**config.mk**
```make
export PLATFORM = sky130hd
export DESIGN_NAME = shift_add_mult_param
export DESIGN_NICKNAME = d
export VERILOG_FILES = /design/src/rtl/shift_add_mult_param.sv
export SDC_FILE = /design/constraint.sdc
export NUM_CORES = 1
export LEC_CHECK = 0
export BUFFER_PORTS_ARGS = -buffer_cell sky130_fd_sc_hd__buf_4
export CORE_MARGIN = 2
export CORE_UTILIZATION = 30
export CTS_CLUSTER_DIAMETER = 200
export DETAILED_ROUTE_END_ITERATION = 7
export PLACE_DENSITY_LB_ADDON = 0.05
export SLEW_MARGIN = 30
export SYNTH_ARGS = -nofsm -noshare
export SYNTH_HDL_FRONTEND = slang
export SYNTH_SLANG_ARGS = --single-unit
```
**constraint.sdc**
```tcl
create_clock -name Clock -period 7.9 [get_ports Clock]
set_input_delay 0 -clock Clock [delete_from_list [all_inputs] [get_ports Clock]]
set_output_delay 0 -clock Clock [all_outputs]
set_load 0.05 [all_outputs]
```
**src/rtl/shift_add_mult_param.sv**
```systemverilog
// Sequential shift-add multiplier, WIDTH x WIDTH -> 2*WIDTH.
// Signed/unsigned per op, early exit on zero multiplier, valid/ack handshake.
module shift_add_mult_param #(
  parameter int WIDTH = 32,
  parameter int CNT_W = $clog2(WIDTH + 1)
) (
  input  logic               Clock,
  input  logic               Reset,
  input  logic               valid_data,
  input  logic               signed_mode,
  input  logic [WIDTH-1:0]   a_in,
  input  logic [WIDTH-1:0]   b_in,
  input  logic               ack,
  output logic               busy,
  output logic               Done_Flag,
  output logic [2*WIDTH-1:0] product,
  output logic [CNT_W-1:0]   iter_count
);

  typedef enum logic [1:0] {
    IDLE = 2'd0,
    CALC = 2'd1,
    DONE = 2'd2
  } state_t;

  localparam logic [CNT_W-1:0] CNT_MAX = CNT_W'(WIDTH);

  state_t             state;
  logic [2*WIDTH-1:0] a_reg;
  logic [WIDTH-1:0]   b_reg;
  logic [2*WIDTH-1:0] acc;
  logic               neg;

  logic               a_neg;
  logic               b_neg;
  logic [WIDTH-1:0]   a_mag;
  logic [WIDTH-1:0]   b_mag;
  logic               calc_exit;
  logic [2*WIDTH-1:0] acc_nxt;

  // The most-negative operand negates to itself, which read
  // unsigned is exactly its magnitude, so WIDTH bits suffice.
  assign a_neg     = signed_mode & a_in[WIDTH-1];
  assign b_neg     = signed_mode & b_in[WIDTH-1];
  assign a_mag     = a_neg ? -a_in : a_in;
  assign b_mag     = b_neg ? -b_in : b_in;
  assign calc_exit = (b_reg == '0) || (iter_count == CNT_MAX);
  assign acc_nxt   = b_reg[0] ? acc + a_reg : acc;

  // Control FSM and datapath registers, all outputs registered
  always_ff @(posedge Clock or negedge Reset) begin
    if (!Reset) begin
      state      <= IDLE;
      busy       <= 1'b0;
      Done_Flag  <= 1'b0;
      product    <= '0;
      iter_count <= '0;
      a_reg      <= '0;
      b_reg      <= '0;
      acc        <= '0;
      neg        <= 1'b0;
    end else begin
      unique case (1'b1)
        (state == IDLE): begin
          if (valid_data) begin
            state      <= CALC;
            busy       <= 1'b1;
            a_reg      <= {{WIDTH{1'b0}}, a_mag};
            b_reg      <= b_mag;
            neg        <= a_neg ^ b_neg;
            acc        <= '0;
            iter_count <= '0;
          end
        end
        (state == CALC): begin
          if (calc_exit) begin
            product   <= neg ? -acc : acc;
            state     <= DONE;
            Done_Flag <= 1'b1;
          end else begin
            acc        <= acc_nxt;
            a_reg      <= a_reg << 1;
            b_reg      <= b_reg >> 1;
            iter_count <= iter_count + CNT_W'(1);
          end
        end
        (state == DONE): begin
          if (ack) begin
            state     <= IDLE;
            busy      <= 1'b0;
            Done_Flag <= 1'b0;
          end
        end
        default: begin
          state     <= IDLE;
          busy      <= 1'b0;
          Done_Flag <= 1'b0;
        end
      endcase
    end
  end

endmodule

```
# Word level (Yosys, flattened, before mapping)
# Cells that the tools add are included.
op_classes:
  n_eq_ne: 8
  bitwise_logic: 5
  muxes: 25
  reduce_logical: 11
  add_sub_neg: 5
op_table:
  columns: ["operator", "n"]
  rows:
  - ["two-way mux 64 bit", 6]
  - ["case mux 64 bit (2 select lines)", 2]
  - ["two-way mux 32 bit", 4]
  - ["adder 64 bit", 1]
  - ["negator 32 bit", 2]
  - ["negator 64 bit", 1]
  - ["case mux 32 bit (2 select lines)", 1]
  - ["logical NOT 32 bit", 1]
  - ["two-way mux 6 bit", 2]
  - ["case mux 6 bit (2 select lines)", 1]
  - ["AND reduction 3 bit", 4]
  - ["!= test 2 bit, second input constant", 5]
  - ["adder 6 x 1 -> 6 bit, second input constant", 1]
  - ["== test 6 bit, second input constant", 1]
  - ["two-way mux 2 bit", 3]
  - ["case mux 1 bit (3 select lines)", 2]
  - ["case mux 2 bit (3 select lines)", 1]
  - ["AND reduction 2 bit", 2]
  - ["AND reduction 4 bit", 1]
  - ["two-way mux 1 bit", 3]
  - ["AND 1 bit", 2]
  - ["== test 2 x 1 -> 1 bit, second input constant", 1]
  - ["== test 2 bit, second input constant", 1]
  - ["logical NOT 2 bit", 1]
  - ["other kinds (4)", 5]
word_totals:
  out_inout_bits: 72
  input_bits: 69
  regBits: 235

# Longest topological paths before layout
# Gate-level depths: netlist of run 1.
depth:
  word_depth: 4
  ltp_mapped: 14

# Worst setup path before layout of run 1
# Ideal clock, no wire load.
synth_path:
  path_kind: "register -> register"
  from: "register acc[5]"
  to: "register product[54]"
  slack_ns: 4.399
  stages_incl_launch_ff: 12
  arrival_time_ns: 3.369
  n_path_buf: 0
  setup_time_ns: 0.131
  path_cell_list: "dfrtp_1 > or4_4 > or4b_4 > or3_4 > or4_4 > or3_4 > nor2_2 > and3_4 > nand2_4 > o31ai_4 > xor2_1 > o21ai_1"
synth_between:
  elab_chain_cells: 2
synth_rtl:
  columns: ["element", "line", "rtl"]
  rows:
  - ["start, declared", "31", "logic [2*WIDTH-1:0] acc;"]
  - ["start signal, assigned", "81", "acc <= acc_nxt;"]
  - ["negator 64 bit", "77", "product <= neg ? -acc : acc;"]
  - ["two-way mux 64 bit", "77", null]
  - ["end signal, assigned", "77", null]
  - ["end, declared", "16", "output logic [2*WIDTH-1:0] product,"]
# No other way between the ends.
# A chain may end at the register's enable or synchronous reset.

# Worst setup path in the final report of run 1
layout_path:
  from: "register acc[5]"
  to: "register product[51]"
# The elaborated chain is that of the path after synthesis.

==> flow_metrics.env, run 1 <==
export IMPL_hold_buffers=76
export IMPL_path_max_fanout=5
export IMPL_report_final_slew_viol_count=0
export IMPL_grt_pass1_wl_microns=76200
export IMPL_fmax_mhz=238
export IMPL_rr_worst_depth=11
export IMPL_dp_hpwl_microns=33700
export IMPL_track_usage=0.177
export IMPL_ios=141
export IMPL_grt_max_degree=158
export IMPL_clock_sinks=235
export IMPL_drive_gt1_frac=0.111
export IMPL_fp_row_count=83
export IMPL_netlist_top_cells_area="dfrtp_1 38%, o21ai_0 9.3%, nand2_1 7.4%, xor2_1 6.7%, a21oi_1 5.5%"
export IMPL_cp_start_kind="register"
export IMPL_synth_largest_area_cell="dfrtp_1"
export IMPL_skew_ns=0.0152
export IMPL_synthArstFlopShare=1.00
export IMPL_io_buffers=140
export IMPL_post_synth_cell_area_avg_sq_um=8.27
export IMPL_cts_max_level=1
export IMPL_yosysMostFrequentCell="nand2_1"
export IMPL_ys_seq_elements=235
export IMPL_relSlewSlack=0.416
export IMPL_synth_top_area_frac=0.382
export IMPL_synth_warning_count=0
export IMPL_overflow=0
export IMPL_period_needed_ns=4.19
export IMPL_seq_area_frac_synth=0.382
export IMPL_grt_pass1_vias=13700
export IMPL_hold_viol=8
export IMPL_first_pass_iters=5
export IMPL_arrival_ns=4.62
export IMPL_clk_latency_ns=0.58
export IMPL_syn_cell_area_sq_mm=0.0154
export IMPL_finalCritPeriodShare=0.531
export IMPL_tightest_slew_ns=0.877
export IMPL_pre_cts_slack_ns=3.31
export IMPL_powerDensity_mw_per_mm2=429
export IMPL_outcome="finished with violations"
export IMPL_whs_ns=-0.0103
export IMPL_yosysUniqueCellTypes=65
export IMPL_rsz0062_at_grt="false"
export IMPL_coreArea_sq_mm=0.0510
export IMPL_ys_flop_type="dfrtp_1"
export IMPL_vias=13800
export IMPL_r2r_slack_ns=3.71
export IMPL_synth_cells=1863
export IMPL_cts_made_buffers=31
export IMPL_viasPerCell=5.06
export IMPL_grt_util_met1=0.250
export IMPL_dieArea_sq_mm=0.0532
export IMPL_rr_startpoint="acc[5]"
export IMPL_fin_ws_ns=3.71
export IMPL_grt_busiest_layer="met2"
export IMPL_path_class="register to register"
export IMPL_power_leakage_uw=0.00831
export IMPL_areaGrowthSynthToFinish_pct=22.8
export IMPL_drc_errors=0
export IMPL_use_met3=0.0243
export IMPL_drtIter0Drc=705
export IMPL_synth_edff_count=0
export IMPL_post_cts_setup_buffers=0
export IMPL_startpoint="acc[5]"
export IMPL_r2r_end="product[51]"
export IMPL_synth_nets=2001
export IMPL_fp_dieH_microns=231
export IMPL_die_x_microns=231
export IMPL_failed_checks="hold timing"
export IMPL_hold_path_class="primary input to asynchronous set/reset pin"
export IMPL_cts_buffer_depth=3
export IMPL_yosys_top_cells_count="304 x nand2_1, 286 x o21ai_0, 235 x dfrtp_1, 170 x a21oi_1, 118 x xor2_1"
export IMPL_endpoint_kind="register"
export IMPL_cts_resized=0
export IMPL_gp_congestion=0.843
export IMPL_cts_tree="yes"
export IMPL_wire_per_inst_microns=17.2
export IMPL_antenna_left=0
export IMPL_nets=2159
export IMPL_met2_usage=0.285
export IMPL_clk_pin_slew_ns=0.06
export IMPL_tns_ns=0
export IMPL_antenna_found_initial=2
export IMPL_setup_viol=0
export IMPL_routed_wl_microns=46800
export IMPL_crit_required_ns=8.33
export IMPL_start_util=0.302
export IMPL_clock_root_buffer="clkbuf_16"
export IMPL_irDropWorstVdd_v=0.000181
export IMPL_cap_violations=0
[metal layers]
layer,up-vias,part of all wire
met2,227,0.45
met4,2,0.019
met3,61,0.042
met5,-,0.00028
li1,6968,-
met1,6523,0.49
[worst max path at each step]
stage                     depth (start not counted)     endpoint
after global routing                             11  product[57]
after CTS                                        11  product[51]
after global placement                           11  product[55]
final                                            11  product[51]
after floorplan                                  11  product[54]
after detailed placement                         11  product[51]
[cell families (layout without fill, tap and decap cells)]
| kind of cell | after synthesis | after routing | share of synthesized area |
|---|---|---|---|
| buf+inv | 134 | 316 | 0.0327 |
| fa+ha+maj | 69 | 69 | 0.0565 |
| flops | 235 | 235 | 0.382 |
| xor+xnor | 171 | 171 | 0.0972 |
| other cells | 0 | 1 | 0 |
| compound gates | 656 | 656 | 0.252 |
| simple gates | 594 | 594 | 0.177 |
| mux | 4 | 4 | 0.00268 |
[cell type report]
cell class | count | area, sq um
multi-input cells | 1494 | 9060
flip-flops and latches | 235 | 5880
repair buffers | 225 | 1940
fillers | 5369 | 32100
diodes | 1 | 2.50
clock inverters | 9 | 131
clock buffers | 48 | 920
well taps | 680 | 851
inverters | 34 | 128
[metrics by stage]
step | cell area (sq um) | util | cells | power [uW]
2_1_floorplan | 15400 | - | 1863 | 5380
3_3_place_gp | 17000 | 0.334 | 2590 | 6670
3_5_place_dp | 17100 | 0.335 | 2591 | 6700
4_1_cts | 18900 | 0.370 | 2724 | 8230
5_1_grt | 18900 | 0.371 | 2726 | 8850
6_report | 18900 | 0.371 | 2726 | 8120
[critical path, stage by stage, from the launching register on]
cell and delay (ns):
dfrtp_1 0.42, or4_4 0.58, nor4_2 0.48, nand4_1 0.35
or3_4 0.43, or4_4 0.57, nand2b_4 0.18, nor2b_2 0.26
nand2_1 0.14, o41ai_1 0.35, xor2_1 0.18, o21ai_0 0.10
[cells in the final DEF, fill, tap and decap left out, types with 5 or more instances in the layout]
cell type / Yosys / routed
a21o_1: 48 / 47
a21oi_1: 170 / 170
a22o_1: 31 / 31
a31oi_1: 11 / 11
and2_1: 10 / 10
and3_1: 11 / 11
and4_1: 5 / 5
buf_4: 0 / 144
clkbuf_1: 92 / 9
clkbuf_16: 0 / 31
clkbuf_8: 0 / 8
dfrtp_1: 235 / 234
dlygate4sd3_1: 0 / 76
ha_1: 68 / 68
inv_1: 34 / 34
nand2_1: 304 / 302
nand2b_1: 10 / 10
nand3_1: 22 / 22
nand4_1: 20 / 20
nor2_1: 107 / 106
nor2b_1: 10 / 9
nor3_1: 17 / 17
nor4_1: 25 / 24
o21a_1: 8 / 8
o21ai_0: 286 / 286
o21ai_1: 9 / 9
o21bai_1: 18 / 18
o31ai_1: 26 / 26
o41ai_1: 13 / 13
or3_1: 19 / 19
or4_1: 14 / 14
xnor2_1: 53 / 53
xor2_1: 118 / 118
[where the power goes]
part / total (uW) / internal [uW] / switching [uW]
sequential: 2300 / 1730 / 568
clock: 1450 / 892 / 557
combinational: 4380 / 1590 / 2780
(Power assumes the default switching activity.)
==> run 2: changes to the inputs <==
==> constraint.sdc (replaced) <==
create_clock -name Clock -period 4.1 [get_ports Clock]
set_input_delay 0 -clock Clock [delete_from_list [all_inputs] [get_ports Clock]]
set_output_delay 0 -clock Clock [all_outputs]
set_load 0.05 [all_outputs]
==> run 2 against run 1 <==
- the flow still finishes with violations (hold timing)
- final area increased by 0.21%
- combinational power increased by 95%
- power increased by 93%
- critical path depth increased by 1
- utilization increased by 0.078 points
- register-to-register slack got worse by 3.5 ns
- worst setup slack got worse by 3.5 ns
==> flow_metrics.env, run 2 (synthesis results as in run 1) <==
export IMPL_vias=13800
export IMPL_setup_viol=0
export IMPL_tns_ns=0
export IMPL_antenna_left=0
export IMPL_fp_row_count=83
export IMPL_rr_worst_depth=12
export IMPL_fmax_mhz=259
export IMPL_diodes=0
export IMPL_finalCritPeriodShare=0.942
export IMPL_irDropWorstVdd_v=0.000376
export IMPL_wire_per_inst_microns=17.6
export IMPL_cap_violations=0
export IMPL_nets=2174
export IMPL_io_buffers=140
export IMPL_start_util=0.302
export IMPL_grt_pass1_wl_microns=77500
export IMPL_failed_checks="hold timing"
export IMPL_dieArea_sq_mm=0.0532
export IMPL_clock_sinks=235
export IMPL_p_clk_frac=0.170
export IMPL_sw_frac_of_total=0.488
export IMPL_coreArea_sq_mm=0.0510
export IMPL_r2r_end="product[57]"
export IMPL_routed_wl_microns=48200
export IMPL_rsz0062_at_grt="false"
export IMPL_power_leakage_uw=0.00833
export IMPL_arrival_ns=4.29
export IMPL_drive_gt1_frac=0.118
export IMPL_fp_dieH_microns=231
export IMPL_clk_latency_ns=0.58
export IMPL_drtIter0Drc=700
export IMPL_grt_max_degree=129
export IMPL_report_final_slew_viol_count=0
export IMPL_first_pass_iters=5
export IMPL_cts_made_buffers=30
export IMPL_mostFrequentLayoutCells="302 x nand2_1, 286 x o21ai_0, 234 x dfrtp_1, 170 x a21oi_1, 159 x buf_4"
export IMPL_power_frac_comb=0.545
export IMPL_powerDensity_mw_per_mm2=828
export IMPL_gp_congestion=0.814
export IMPL_switching_power_uw=7650
export IMPL_clock_root_buffer="clkbuf_16"
export IMPL_viasPerCell=5.05
export IMPL_r2r_slack_ns=0.24
export IMPL_post_cts_setup_buffers=0
export IMPL_whs_ns=-0.0138
export IMPL_crit_required_ns=4.53
export IMPL_skew_ns=0.0138
export IMPL_outcome="finished with violations"
export IMPL_rr_startpoint="acc[5]"
export IMPL_cts_max_level=1
export IMPL_die_x_microns=231
export IMPL_relSlewSlack=0.407
export IMPL_overflow=0
export IMPL_hold_viol=5
export IMPL_hold_path_class="primary input to asynchronous set/reset pin"
export IMPL_cts_tree="yes"
export IMPL_endpoint_kind="register"
export IMPL_antenna_found_initial=1
export IMPL_tightest_slew_ns=0.889
export IMPL_grt_pass1_vias=13400
export IMPL_cts_buffer_depth=3
export IMPL_cp_start_kind="register"
export IMPL_mostFrequentLayoutCell="nand2_1"
export IMPL_ios=141
export IMPL_dp_hpwl_microns=35100
export IMPL_period_needed_ns=3.86
export IMPL_pwr_share_seq=0.285
export IMPL_p_int_uw=8040
export IMPL_drc_errors=0
export IMPL_track_usage=0.180
export IMPL_path_class="register to register"
export IMPL_path_max_fanout=5
export IMPL_areaGrowthSynthToFinish_pct=23.1
export IMPL_clk_pin_slew_ns=0.06
==> run 2: metrics by stage <==
stage	setup WS [ns]	std cells	cell area, sq um	util	total power [uW]
after floorplan	0.599	1863	15400	-	10400
after global routing	0.0269	2737	19000	0.372	17000
final	0.239	2737	19000	0.372	15700
after detailed placement	0.221	2607	17200	0.337	13100
after global placement	0.317	2607	17200	0.337	13000
after CTS	0.205	2737	18900	0.371	15900
==> run 2: how the worst max path moves through the flow <==
stage	from	end	slack, ns	cells after the start
2_1_floorplan	acc[5]	product[54]	0.60	11
3_3_place_gp	acc[12]	product[55]	0.32	11
3_5_place_dp	acc[5]	product[57]	0.22	12
4_1_cts	acc[5]	product[57]	0.21	12
5_1_grt	acc[5]	product[57]	0.03	12
6_report	acc[5]	product[57]	0.24	12
==> run 2: layer usage <==
metal	wire length [microns]	track usage	share of wire	up-vias
met5	13	0	0.00027	-
met4	526	0.0308	0.011	2
met3	1800	0.0245	0.037	36
met2	21900	0.291	0.45	203
met1	23900	0.259	0.50	6591
li1	-	-	-	6992
==> run 2: critical path, stage by stage (launching register included) <==
cell and delay (ns):
dfrtp_1 0.41, or4_4 0.57, nor4_1 0.25, buf_4 0.20, nand4_1 0.17, or3_4 0.39, or4_4 0.55, nand2b_4 0.17
nor2b_2 0.25, nand2_2 0.15, o31ai_1 0.32, xor2_1 0.17, o21ai_0 0.09
==> run 2: cell type report <==
type,count,area [sq um]
clock buffer,41,853
clock inverter,12,123
fill,5296,32000
inverter,34,128
multi-input combinational,1494,9060
sequential,235,5880
tap,680,851
timing repair buffer,241,2060
==> run 2: what timing repair did <==
item / 4_1_cts / 5_1_grt
hold endpoints to repair: 187 / 0
hold buffers: 77 / 0
resized for setup: 0 / 2
setup endpoints to repair: 0 / 4
==> run 2: power by group through the flow <==
stage / Combinational [uW] / Clock, uW / Sequential (uW)
global route: 9550 / 2850 / 4640
detailed placement: 8540 / 0 / 4520
floorplan: 5280 / 0 / 5080
CTS: 8640 / 2740 / 4490
global placement: 8530 / 0 / 4490
finish: 8560 / 2660 / 4470
